### src/rtl/lit_cell.sv
// lit_cell: one literal slot of a SAT clause row (polarity store, evaluation, free-count chain).
// Optional conflict-clause reporting is built only when LIT_CELL_CCLAUSE_EN is defined.
module lit_cell (
  input  logic       clk,
  input  logic       rst,
  input  logic       wr_i,
  input  logic [2:0] var_value_frombase_i,
  output logic [2:0] var_value_tobase_o,
  input  logic [1:0] freelitcnt_pre,
  output logic [1:0] freelitcnt_next,
  input  logic       imp_drv_i,
  output logic       cclause_o,
  input  logic       cclause_drv_i,
  output logic       clausesat_o
);

  logic [1:0] lit_r;
  logic [1:0] v_s;
  logic       present_s;
  logic       free_s;
  logic       true_s;
  logic       unused_s;

  assign v_s = var_value_frombase_i[2:1];

  // The implied flag is never consulted here; cclause_drv_i is idle when reporting is compiled out.
  assign unused_s = ^{var_value_frombase_i[0], cclause_drv_i};

  // Literal polarity register: loaded straight from the base value bus on a write strobe.
  always_ff @(posedge clk or negedge rst) begin
    if (!rst) begin
      lit_r <= 2'b00;
    end else if (wr_i) begin
      lit_r <= v_s;
    end else begin
      lit_r <= lit_r;
    end
  end

  // Literal evaluation against the broadcast value; encoding 11 behaves as an empty slot.
  always_comb begin
    present_s = 1'b0;
    case (lit_r)
      2'b01:   present_s = 1'b1;
      2'b10:   present_s = 1'b1;
      default: present_s = 1'b0;
    endcase
    free_s = present_s & (v_s == 2'b00);
    true_s = present_s & (v_s == lit_r);
  end

  // Free-count chain, implication and satisfaction outputs.
  always_comb begin
    freelitcnt_next    = freelitcnt_pre;
    var_value_tobase_o = 3'b000;
    if (free_s) begin
      freelitcnt_next = {freelitcnt_pre[0], 1'b1};
    end else begin
      freelitcnt_next = freelitcnt_pre;
    end
    if (imp_drv_i && free_s) begin
      var_value_tobase_o = {lit_r, 1'b1};
    end else begin
      var_value_tobase_o = 3'b000;
    end
    clausesat_o = true_s;
  end

`ifdef LIT_CELL_CCLAUSE_EN
  assign cclause_o = cclause_drv_i & present_s;
`else
  assign cclause_o = 1'b0;
`endif

endmodule

### config.mk
export PLATFORM = sky130hd
export DESIGN_NAME = lit_cell
export DESIGN_NICKNAME = d
export VERILOG_FILES = /design/src/rtl/lit_cell.sv
export SDC_FILE = /design/constraint.sdc
export NUM_CORES = 1
export LEC_CHECK = 0
export ABC_AREA = 1
export CORE_AREA = 4 4 41 43
export CTS_CLUSTER_SIZE = 14
export DETAILED_ROUTE_END_ITERATION = 8
export DIE_AREA = 0 0 45 47
export SLEW_MARGIN = 20
export SYNTH_ARGS = -nofsm -noshare
export SYNTH_HDL_FRONTEND = slang
export SYNTH_SLANG_ARGS = --single-unit
### constraint.sdc
create_clock -name clk -period 0.9 [get_ports clk]
set_input_delay 0.18 -clock clk [delete_from_list [all_inputs] [get_ports clk]]
set_output_delay 0.18 -clock clk [all_outputs]
set_load 0.03 [all_outputs]
==> summary.md <==
| Metric | Value |
|---|---|
| Status | complete, but fails checks |
| Failing checks | setup timing |
| Wire per inst | 9.05 um |
| Final nets | 61 |
| Fmax | 722 MHz |
| Mapped cell area | 180 sq um |
| Multiplexer share of the synthesized area | 0% |
| Number of flip-flops under the largest register name | 2 |
| TritonRoute pass-1 iters | 2 |
| I/O Buffers | 13 |
| DR iter-0 viols | 1 |
| Cell Pwr Density | 1200 nW/um^2 |
| Pint | 350 uW |
| Post-synthesis sequential element count | 2 |
| Most Used Layer, Global Route | met2 |
| Main combinational cell family by area after synthesis | simple AND/OR/NAND/NOR gates |
| Area share of the largest cell type after synthesis | 27.8% |
| Pins Over Slew Limit | 0 |
| Most used cell, CP | nand2_4 |
| Area Growth Syn to Fin | 143% |
| Ys async rst share | 100% |
| Worst-path fanout max | 4 |
| TritonCTS clock tree | built |
| Comb pwr share | 40.8% |
| Max cap viols | 0 |
| Io pins | 17 |
| Crit path kind | reg -> out |
| Hold Vio Cnt, Final | 0 |
| Cell area after placement | 378 sq um |
| Worst Slack Setup Final | -0.486 ns |
| Req. time, crit path | 0.72 ns |
| TritonCTS Buffers | 3 |
| Initial antenna violation count | 0 |
| Reg clk slew, reported paths | 0.03 ns |
| CP Capture Type | output port |
| Synth Area in Simple Gates | 45.1% |
| CP startpoint kind | register |
| Final setup fails | 6 |
| Die height | 47 um |
| Number of synthesized flops with an enable pin | 0 |
| Cell chain of the critical path | inv_2 -> nand2_2 -> nand2_2 -> nand2_4 -> nand2_4 -> nand2_4 -> buf_6 |
| Final ANT Viol Nets | 0 |
| Final Power | 524 uW |
| Clock skew | 0 ns |
| Final min period | 1.39 ns |
| Fill count | 151 |
| Data arrival, critical path | 1.21 ns |
| Synth Flop Type | dfrtp_1 |
| Period utilization | 154% |
| Routed vias | 243 |
| XOR/XNOR share of the synthesized area | 0% |
| Drt via density | 3.80 |
| Gr ovfl total | 0 |
| Psw | 174 uW |
| Synth Area in Compound Gates | 8.33% |
| Registers with the most flip-flops | lit_r x2 |
| Clk sink count | 2 |
| Synth cell types | 14 |
| Syn Nets | 39 |
| Share of layout cells above drive strength 1 | 57.1% |
| Hold slack | 0.115 ns |
| Pin count of the biggest net entering global routing | 6 |
| Clock Latency Late Sink | 0.22 ns |
| LEAKAGE | 0.000216 uW |
| Met2 Use GR | 10.2% |
| Die ar. | 2120 sq um |
| Leading area contributor after synthesis | dfrtp_1 |
| Rows | 13 |
| Biggest register | lit_r |
| Net Sw Frac | 33.1% |
| Met1 Use GR | 6.14% |
| Crit-path leading delay family | flip-flops |
| Number of global-route vias before repair | 254 |
| Yosys Warn Count | 0 |
| Unrepaired setup endpoints after global routing | yes |
| Gpl congestion | 0.679 |
| Hold buffers post-CTS | 0 |
| Detailed placement HPWL | 444 um |
| Sequential power share | 21.0% |
| Most frequent cell after synthesis | nand2_1 |
| Drt drc | 0 |
| Maximum VDD drop | 731 uV |
| # H-tree levels | 1 |
| Clock tree buffer depth | 2 |
| Clock network power share | 38.2% |
| Hold/Removal Path Class | in -> async |
| Gr usage total | 6.64% |
| Post-route cell area | 438 sq um |
| Post-synth top cells | 7 x nand2_1, 4 x inv_1 |
| Dominant cells by area after synthesis | dfrtp_1 28%, nand2_1 15%, inv_1 8.3%, nand3b_1 8.3%, nand2_2 6.9% |
| Buf/Inv on CP | 2 |
| CP max-delay cell | dfrtp_1 |
| Core area | 1300 sq um |
| Routed WL | 579 um |
| First-pass GRT wire length | 917 um |
| ANT cells | 0 |
| Syn avg cell area | 6.21 sq um |
| Die width | 45 um |
| Synthesized-area fraction occupied by adder cells | 0% |
| Gate Count Post-Synth | 29 |
| Clock root buffer | clkbuf_4 |
| Starting density of the core | 13.8% |
| Seq/Total Area, Yosys | 27.8% |
| CP peak stage delay | 0.41 ns |
| Grt met3 use | 2.30% |
cell usage in the layout (no fill, tap or decap):
| cell | netlist | final |
|---|---|---|
| clkbuf_4 | 0 | 3 |
| dlygate4sd2_1 | 0 | 2 |
| nand4_1 | 2 | 2 |
| nand3_1 | 1 | 1 |
| inv_1 | 4 | 2 |
| nand2_2 | 2 | 4 |
| a21oi_4 | 0 | 1 |
| o21ai_1 | 0 | 2 |
| nand2_4 | 0 | 3 |
| nand2_1 | 7 | 2 |
| buf_4 | 1 | 5 |
| clkdlybuf4s50_1 | 0 | 5 |
| nand3b_1 | 2 | 2 |
| conb_1 | 1 | 1 |
| dfrtp_1 | 2 | 2 |
| nor2_4 | 0 | 2 |
| inv_2 | 2 | 4 |
| buf_6 | 0 | 6 |
per-layer routing:
layer / share of wire [%] / wire, um
met1: 41 / 238
met2: 54 / 315
met3: 4.3 / 25
met4: 0 / 0
met5: 0 / 0
cell families after synthesis:
kind of cell	count (synthesis)
and+or+nand+nor	16
buffers and inverters	7
other	1
AOI/OAI and AO/OA	3
DFF	2
worst reg2reg max path, cell delays in order (launching register included):
cell and delay [ns]:
dfrtp_1 0.40, inv_2 0.08, buf_4 0.13, o21ai_1 0.12
timing repair:
action                                  CTS  global route
pin swaps                                 4             2
endpoints found under the setup margin    6             6
buffers inserted                          0             1
gates resized for setup                   9             4
power by group through the flow:
stage | clock, uW | sequential, uW | combinational (uW)
after floorplan | 0 | 107 | 107
after detailed placement | 0 | 109 | 194
after global placement | 0 | 110 | 193
final | 200 | 110 | 214
after global routing | 239 | 111 | 229
after CTS | 216 | 108 | 206
worst paths after layout:
path	start	to	slack, ns	cells past startpoint
max in group asynchronous	rst	lit_r[1]	0.67	1
min	rst	lit_r[0]	0.11	1
max	lit_r[0]	freelitcnt_next[1]	-0.49	7
max reg2reg	lit_r[0]	lit_r[0]	0.10	3
min in group clk	var_value_frombase_i[1]	lit_r[0]	0.39	3
min reg2reg	lit_r[1]	lit_r[1]	0.71	3
layout make-up:
cell class	count	area, sq um	area share [%]
inverters	6	22.5	5.14
multi-input cells	20	151	34.6
repair buffers	18	173	39.4
flip-flops and latches	2	50.0	11.4
clock buffers	3	22.5	5.14
well taps	15	18.8	4.29
stage by stage:
| stage | cells | worst slack [ns] | TNS (ns) | utilization, % |
|---|---|---|---|---|
| 6_report | 64 | -0.486 | -2.67 | 33.7 |
| 5_1_grt | 64 | -0.553 | -3.13 | 33.7 |
| 4_1_cts | 63 | -0.485 | -2.62 | 32.7 |
| 3_5_place_dp | 60 | -0.532 | -2.99 | 29.0 |
| 3_3_place_gp | 60 | -0.529 | -3.03 | 29.0 |
| 2_1_floorplan | 29 | -0.127 | -0.456 | - |
No activity file was read; power rests on OpenSTA's default activity.
